--- src/rtl/serial_subtractor.sv ---
// Digit-serial unsigned subtractor: a - b - c processed DIGIT bits per cycle,
// LSB digit first, with the borrow rippling through a register between cycles.
module serial_subtractor #(
   parameter int WIDTH = 16,
   parameter int DIGIT = 4
) (
   input  logic             clk_i,
   input  logic             rst_i,
   input  logic             start_i,
   input  logic [WIDTH-1:0] a_i,
   input  logic [WIDTH-1:0] b_i,
   input  logic             c_i,
   output logic             busy_o,
   output logic             done_o,
   output logic [WIDTH-1:0] diff_o,
   output logic             borrow_o,
   output logic             zero_o
);

   localparam int N     = WIDTH / DIGIT;
   localparam int CNT_W = (N > 1) ? $clog2(N) : 1;

   localparam logic [1:0] S_IDLE = 2'd0;
   localparam logic [1:0] S_RUN  = 2'd1;
   localparam logic [1:0] S_DONE = 2'd2;

   logic [1:0]       state_q, state_d;
   logic [CNT_W-1:0] cnt_q, cnt_d;
   logic [WIDTH-1:0] a_q, a_d;
   logic [WIDTH-1:0] b_q, b_d;
   logic             brw_q, brw_d;
   logic [WIDTH-1:0] res_q, res_d;
   logic [WIDTH-1:0] diff_q, diff_d;
   logic             bout_q, bout_d;
   logic             zero_q, zero_d;

   logic [DIGIT-1:0] a_dig, b_dig;
   logic [DIGIT:0]   sub;
   int               base;

   always_comb begin
      // NOTE: every always_comb output gets a default first so no path infers a latch.
      state_d = state_q;
      cnt_d   = cnt_q;
      a_d     = a_q;
      b_d     = b_q;
      brw_d   = brw_q;
      res_d   = res_q;
      diff_d  = diff_q;
      bout_d  = bout_q;
      zero_d  = zero_q;

      base  = int'(cnt_q) * DIGIT;
      a_dig = a_q[base +: DIGIT];
      b_dig = b_q[base +: DIGIT];
      // One extra bit catches the borrow: a negative digit result sets the MSB.
      sub   = {1'b0, a_dig} - {1'b0, b_dig} - {{DIGIT{1'b0}}, brw_q};

      case (state_q)
         S_IDLE: begin
            if (start_i) begin
               a_d     = a_i;
               b_d     = b_i;
               brw_d   = c_i;
               cnt_d   = '0;
               res_d   = '0;
               state_d = S_RUN;
            end
         end
         S_RUN: begin
            res_d[base +: DIGIT] = sub[DIGIT-1:0];
            brw_d                = sub[DIGIT];
            cnt_d                = cnt_q + 1'b1;
            if (cnt_q == CNT_W'(N - 1)) begin
               // Outputs only change here, so they never expose partial digits.
               diff_d  = res_d;
               bout_d  = sub[DIGIT];
               zero_d  = (res_d == '0);
               cnt_d   = '0;
               state_d = S_DONE;
            end
         end
         S_DONE:  state_d = S_IDLE;
         default: state_d = S_IDLE;
      endcase
   end

   always_ff @(posedge clk_i) begin
      // NOTE: state registers use non-blocking assignments so every flop samples pre-edge values.
      if (rst_i) begin
         state_q <= S_IDLE;
         cnt_q   <= '0;
         a_q     <= '0;
         b_q     <= '0;
         brw_q   <= 1'b0;
         res_q   <= '0;
         diff_q  <= '0;
         bout_q  <= 1'b0;
         zero_q  <= 1'b0;
      end else begin
         state_q <= state_d;
         cnt_q   <= cnt_d;
         a_q     <= a_d;
         b_q     <= b_d;
         brw_q   <= brw_d;
         res_q   <= res_d;
         diff_q  <= diff_d;
         bout_q  <= bout_d;
         zero_q  <= zero_d;
      end
   end

   assign busy_o   = (state_q == S_RUN);
   assign done_o   = (state_q == S_DONE);
   assign diff_o   = diff_q;
   assign borrow_o = bout_q;
   assign zero_o   = zero_q;

endmodule

--- config.mk ---
export PLATFORM = sky130hd
export DESIGN_NAME = serial_subtractor
export DESIGN_NICKNAME = d
export VERILOG_FILES = /design/src/rtl/serial_subtractor.sv
export SDC_FILE = /design/constraint.sdc
export NUM_CORES = 1
export LEC_CHECK = 0
export ABC_AREA = 0
export BUFFER_PORTS_ARGS = -buffer_cell sky130_fd_sc_hd__buf_2
export CAP_MARGIN = 40
export CORE_MARGIN = 3
export CORE_UTILIZATION = 40
export CTS_CLUSTER_DIAMETER = 150
export DETAILED_ROUTE_END_ITERATION = 16
export PLACE_DENSITY = 0.58
export SYNTH_ARGS = -nofsm -noshare
export SYNTH_HDL_FRONTEND = slang
export SYNTH_SLANG_ARGS = --single-unit
--- constraint.sdc ---
create_clock -name clk_i -period 6.5 [get_ports clk_i]
set_clock_uncertainty 0.2 [all_clocks]
set_input_delay 1.3 -clock clk_i [delete_from_list [all_inputs] [get_ports clk_i]]
set_output_delay 1.3 -clock clk_i [all_outputs]
set_load 0.01 [all_outputs]
==> results of run 1 <==
## path summary, 6_finish.rpt
kind | endpoint | startpoint | slack (ns)
setup / recovery | zero_o | cnt_q[0] | 3.15
hold / removal | a_q[7] | a_q[7] | 0.25
setup reg to reg | zero_o | cnt_q[0] | 3.15
hold reg to reg | a_q[7] | a_q[7] | 0.25
## cells by family after synthesis
group	after synthesis
adders and majority gates	12
xor gates and xnor gates	3
buffers and inverters	42
and+or+nand+nor	151
AOI/OAI and AO/OA	100
muxes	10
DFF	71
## final cells by class
type                    count  area [um^2]  share of cell area (%)
multi-input cells         276         1670                    44.1
flip-flops and latches     71         1420                    37.5
repair buffers             62          324                    8.54
clock buffers              12          145                    3.83
well taps                 102          128                    3.36
inverters                  15         56.3                    1.48
clock inverters             4         45.0                    1.19
## report_power, final
| part | internal [mW] | switching [mW] |
|---|---|---|
| registers | 0.451 | 0.00898 |
| logic | 0.0599 | 0.0994 |
| clock network | 0.186 | 0.158 |
| total | 0.697 | 0.266 |
## worst max-delay path, stage by stage (launching register included)
cell	delay, ns
dfxtp_1	0.31
buf_4	0.29
mux4_2	0.57
fa_1	0.43
fa_1	0.64
nor2_1	0.10
o32a_1	0.33
o211ai_1	0.08
nor4_1	0.07
a32o_1	0.22
## cell usage after synthesis (2+ instances only)
| master | number | share of area, % |
|---|---|---|
| dfxtp_1 | 71 | 44 |
| nand2_1 | 70 | 8.1 |
| nor2_1 | 52 | 6.0 |
| a21oi_1 | 51 | 7.8 |
| clkbuf_1 | 16 | 1.8 |
| inv_1 | 15 | 1.7 |
| a211oi_1 | 14 | 3.2 |
| a31oi_1 | 13 | 2.5 |
| ha_1 | 10 | 3.8 |
| nor2b_1 | 10 | 1.9 |
| buf_1 | 8 | 0.92 |
| mux4_2 | 7 | 4.8 |
| nor3_1 | 5 | 0.77 |
| o21ai_0 | 5 | 0.77 |
| a22oi_1 | 4 | 0.92 |
| a32oi_1 | 4 | 1.1 |
| nand2b_1 | 4 | 0.77 |
| a221oi_2 | 2 | 0.92 |
| and4bb_2 | 2 | 0.77 |
| buf_2 | 2 | 0.31 |
| fa_1 | 2 | 1.2 |
| mux2i_1 | 2 | 0.61 |
| nand3_1 | 2 | 0.31 |
| nor4_1 | 2 | 0.38 |
| o22ai_1 | 2 | 0.38 |
| xor2_1 | 2 | 0.54 |
## layer usage
layer | vias to the layer above | GRT usage (%) | wire length [um]
li1 | 1434 | - | -
met1 | 1235 | 23.8 | 3680
met2 | 73 | 26.6 | 3250
met3 | 10 | 4.61 | 437
met4 | 0 | 6.07 | 102
met5 | - | 0 | 0
## metrics by stage
step                      hold slack [ns]  utilization [%]  std cells
after floorplan                     0.232                -        389
after detailed placement            0.245             46.2        526
after CTS                           0.255             48.6        542
after global placement              0.244             46.1        525
final                               0.252             48.6        542
after global routing                0.275             48.6        542
## state kept, by name, indices dropped and copies added (netlist names)
register  cells
a_q          16
b_q          16
borrow_o      1
brw_q         1
cnt_q         2
diff_o       16
res_q        16
state_q       2
zero_o        1
==> flow_metrics.env, run 1 <==
export IMPL_ios=56
export IMPL_root_buffer="clkbuf_8"
export IMPL_yosysUniqueCellTypes=38
export IMPL_crit_fanout=22
export IMPL_area_growth_pct=16.3
export IMPL_overflow=0
export IMPL_ir_worst_vdd_mv=0.0957
export IMPL_drive_above_1_share_pct=20.0
export IMPL_num_antenna_cells=0
export IMPL_insertion_delay_ns=0.35
export IMPL_final_period_utilization_pct=51.5
export IMPL_min_path_type="reg2reg"
export IMPL_ys_flop_type="dfxtp_1"
export IMPL_initial_utilization_pct=41.8
export IMPL_wl_per_cell_um=13.8
export IMPL_dieArea_mm2=0.00928
export IMPL_synthMuxAreaShare_pct=6.25
export IMPL_ctsResizeCount=0
export IMPL_max_freq_mhz=299
export IMPL_leakage_nw=1.52
export IMPL_synth_compound_area_share_pct=19.0
export IMPL_syn_nets=437
export IMPL_clk_pin_slew_ns=0.07
export IMPL_slew_violations=0
export IMPL_cts_made_buffers=9
export IMPL_path_class="reg2reg"
export IMPL_synth_edff_count=0
export IMPL_power_density_mw_per_mm2=254
export IMPL_final_setup_tns_ns=0
export IMPL_yosysSeqAreaShare_pct=43.6
export IMPL_ys_ff_latch=71
export IMPL_grt_max_degree=69
export IMPL_yosysWarnings=0
export IMPL_synth_xor_area_share_pct=1.04
export IMPL_routabilityCongestion=0.877
export IMPL_cts_tree="done"
export IMPL_drcViolationCount=0
export IMPL_p_total_mw=0.963
export IMPL_relSlewSlack_pct=51.3
export IMPL_dpl_cell_area_mm2=0.00360
export IMPL_dr_first_iter_drc_count=147
export IMPL_grt_pass1_vias=2614
export IMPL_cts_sinks=71
export IMPL_synth_simple_gate_area_share_pct=20.0
export IMPL_ant_nets=0
export IMPL_cts_max_path_buffers=2
export IMPL_grt_pass1_wl_mm=12.5
export IMPL_fin_ws_ns=3.15
export IMPL_dr_pass1_iters=4
export IMPL_synth_top_family_by_area="simple AND/OR/NAND/NOR gates"
export IMPL_synth_fa_ha_area_share_pct=5.06
export IMPL_place_ws_ns=3.16
export IMPL_cts_htree_levels=3
export IMPL_rsz0062_at_grt="no"
export IMPL_stdcell_area_mm2=0.00379
export IMPL_setup_viol=0
export IMPL_hpwlAfterDp_mm=5.14
export IMPL_rows=32
export IMPL_syn_cell_area_mm2=0.00326
export IMPL_antenna_found_initial=0
export IMPL_via_per_inst=5.08
export IMPL_nets=483
export IMPL_async_reset_ff_share_pct=0
export IMPL_fp_dieW_um=96.3
export IMPL_grt_use_total_pct=17.4
export IMPL_wl_mm=7.47
export IMPL_status="completed"
export IMPL_hold_depth=2
export IMPL_final_cell_mix="71 x dfxtp_1, 70 x nand2_1, 55 x buf_2, 52 x nor2_1, 51 x a21oi_1"
export IMPL_worstMarginPinSlew_ns=0.730
export IMPL_cp_data_required_time_ns=6.54
export IMPL_fillers=783
export IMPL_reg2reg_depth=9
export IMPL_synth_avg_cell_area_um2=8.39
export IMPL_vias=2752
export IMPL_cp_arrival_ns=3.39
export IMPL_netlist_instances=389
export IMPL_die_h_um=96.3
export IMPL_crit_path_end_kind="flip-flop"
export IMPL_start_kind="flip-flop"
export IMPL_core_area_mm2=0.00781
export IMPL_maxCapViolCount=0
export IMPL_cts_hold_buf=0
export IMPL_io_buffers=55
export IMPL_post_route_min_period_ns=3.35
export IMPL_final_common_cell="dfxtp_1"
export IMPL_finalHoldViolCount=0
export IMPL_post_cts_buffers=0
(Power assumes the default switching activity.)
==> run 2, diff against run 1 <==
--- a/config.mk
+++ b/config.mk
@@ -12,7 +12,7 @@
 export CORE_UTILIZATION = 40
 export CTS_CLUSTER_DIAMETER = 150
 export DETAILED_ROUTE_END_ITERATION = 16
-export PLACE_DENSITY = 0.58
+export PLACE_DENSITY = 0.6
 export SYNTH_ARGS = -nofsm -noshare
 export SYNTH_HDL_FRONTEND = slang
 export SYNTH_SLANG_ARGS = --single-unit
==> constraint.sdc (replaced) <==
create_clock -name clk_i -period 2.9 [get_ports clk_i]
set_clock_uncertainty 0.2 [all_clocks]
set_input_delay 0.58 -clock clk_i [delete_from_list [all_inputs] [get_ports clk_i]]
set_output_delay 0.58 -clock clk_i [all_outputs]
set_load 0.01 [all_outputs]
==> run 2 against run 1 <==
Effect of this change: maximum frequency rose by 20%; register-to-register slack got worse by 3.1 ns; die area is the same; non-clock buffer count grew 9; hold slack better by 0.0028 ns; global-route usage rose by 0.32 points; sequential share of layout area down 1.7 points; first-iteration DRC count fell by 0.68%; routed wire length grew 3.8%; sequential power increased by 120%; flip-flop and latch count stayed put.
==> flow_metrics.env, run 2 (synthesis results as in run 1) <==
export IMPL_ir_worst_vdd_mv=0.298
export IMPL_nets=492
export IMPL_clk_pin_slew_ns=0.08
export IMPL_rr_startpoint="cnt_q[0]"
export IMPL_status="completed"
export IMPL_cts_max_path_buffers=2
export IMPL_grt_pass1_wl_mm=12.7
export IMPL_overflow=0
export IMPL_insertion_delay_ns=0.35
export IMPL_top_usage_layer="met2"
export IMPL_cts_htree_levels=3
export IMPL_crit_start="cnt_q[0]"
export IMPL_cts_sinks=71
export IMPL_use_met3_pct=4.22
export IMPL_final_cell_count_no_fill=551
export IMPL_vias=2862
export IMPL_stdcell_area_mm2=0.00398
export IMPL_via_per_inst=5.19
export IMPL_slew_violations=0
export IMPL_cp_cell_sequence="mux4_2 > fa_2 > fa_1 > nor2_1 > o32a_1 > o211ai_1 > nor4_1 > a32o_1"
export IMPL_cp_data_required_time_ns=2.94
export IMPL_grt_pass1_vias=2602
export IMPL_finalHoldViolCount=0
export IMPL_crit_fanout=2
export IMPL_core_area_mm2=0.00781
export IMPL_final_period_utilization_pct=96.5
export IMPL_post_cts_buffers=0
export IMPL_dpl_cell_area_mm2=0.00370
export IMPL_ant_nets=0
export IMPL_gr_usage_met1_pct=24.3
export IMPL_cp_slowest_cell="fa_1"
export IMPL_rows=32
export IMPL_max_freq_mhz=357
export IMPL_wl_per_cell_um=14.1
export IMPL_grt_use_total_pct=17.7
export IMPL_hpwlAfterDp_mm=5.57
export IMPL_routabilityCongestion=0.857
export IMPL_whs_ns=0.255
export IMPL_fillers=779
export IMPL_root_buffer="clkbuf_8"
export IMPL_crit_path_end_kind="flip-flop"
export IMPL_reg2reg_slack_ns=0.10
export IMPL_die_h_um=96.3
export IMPL_worstHoldStart="b_i[9]"
export IMPL_crit_buf_inv=0
export IMPL_final_cell_mix="70 x nand2_1, 70 x dfxtp_1, 55 x buf_2, 52 x nor2_1, 50 x a21oi_1"
export IMPL_ios=56
export IMPL_relSlewSlack_pct=62.4
export IMPL_post_route_min_period_ns=2.80
export IMPL_cp_arrival_ns=2.84
export IMPL_cts_made_buffers=9
export IMPL_power_density_mw_per_mm2=629
export IMPL_path_delay_family="adder cells"
export IMPL_min_path_type="in2reg"
export IMPL_num_antenna_cells=0
export IMPL_leakage_nw=1.61
export IMPL_place_inst=535
export IMPL_wl_mm=7.75
export IMPL_critPathMaxStageDelay_ns=0.52
export IMPL_area_growth_pct=22.0
export IMPL_dieArea_mm2=0.00928
export IMPL_grt_max_degree=37
export IMPL_cts_tree="done"
export IMPL_drive_above_1_share_pct=22.9
export IMPL_drcViolationCount=0
export IMPL_grt_met2_usage_pct=26.2
export IMPL_dr_pass1_iters=4
export IMPL_start_kind="flip-flop"
export IMPL_initial_utilization_pct=41.8
export IMPL_rsz0062_at_grt="yes"
export IMPL_dr_first_iter_drc_count=146
export IMPL_antenna_found_initial=0
export IMPL_setup_viol=0
export IMPL_worstMarginPinSlew_ns=0.562
export IMPL_fp_dieW_um=96.3
export IMPL_io_buffers=55
export IMPL_cts_hold_buf=0
export IMPL_maxCapViolCount=0
export IMPL_path_class="reg2reg"
## run 2: changes by cell type in the layout (fill, tap and decap cells not counted), moves of 2 or more
cell / before / now
buf_12: 0 / 2
bufinv_16: 1 / 4
buf_4: 6 / 14
clkinv_2: 3 / 0
## run 2: power breakdown
group          internal, mW  switching (mW)
Combinational         0.178           0.239
Sequential             1.01          0.0208
Clock                 0.684           0.371
## run 2: layout make-up
type,count,area (um^2),share of cell area [%]
flip-flops and latches,71,1420,35.7
inverters,15,56.3,1.41
clock inverters,5,129,3.24
repair buffers,71,420,10.6
multi-input cells,276,1690,42.3
well taps,102,128,3.20
clock buffers,11,141,3.55
## run 2: worst paths after layout
| path | to | depth (start not counted) |
|---|---|---|
| worst max register to register | zero_o | 8 |
| worst max-delay path | zero_o | 8 |
| worst min register to register | a_q[4] | 2 |
| worst min-delay path | b_q[9] | 3 |
## run 2: layer usage
layer | vias up | part of all wire (%) | wire, um
met2 | 60 | 44 | 3450
met5 | - | 0 | 0
met4 | 0 | 2.1 | 163
li1 | 1457 | - | -
met1 | 1331 | 49 | 3760
met3 | 14 | 4.8 | 375
## run 2: worst register-to-register path, stage by stage, from the launching register on
cell	delay (ns)
dfxtp_2	0.34
mux4_2	0.51
fa_2	0.40
fa_1	0.52
nor2_1	0.06
o32a_1	0.29
o211ai_1	0.08
nor4_1	0.07
a32o_1	0.22
## run 2: what timing repair did
| action | in CTS | in global routing |
|---|---|---|
| hold endpoints to repair | 0 | 0 |
| setup endpoints to repair | 0 | 8 |
| gates resized for setup | 0 | 2 |
## run 2: metrics by stage
step / setup TNS, ns / utilization, % / power, mW / setup slack [ns]
after floorplan: -0.185 / - / 1.31 / -0.147
after global placement: 0 / 47.4 / 1.46 / 0.159
after detailed placement: 0 / 47.4 / 1.46 / 0.100
after CTS: 0 / 50.9 / 2.52 / 0.0909
after global routing: -0.0223 / 51.0 / 2.61 / -0.0102
final: 0 / 51.0 / 2.50 / 0.101
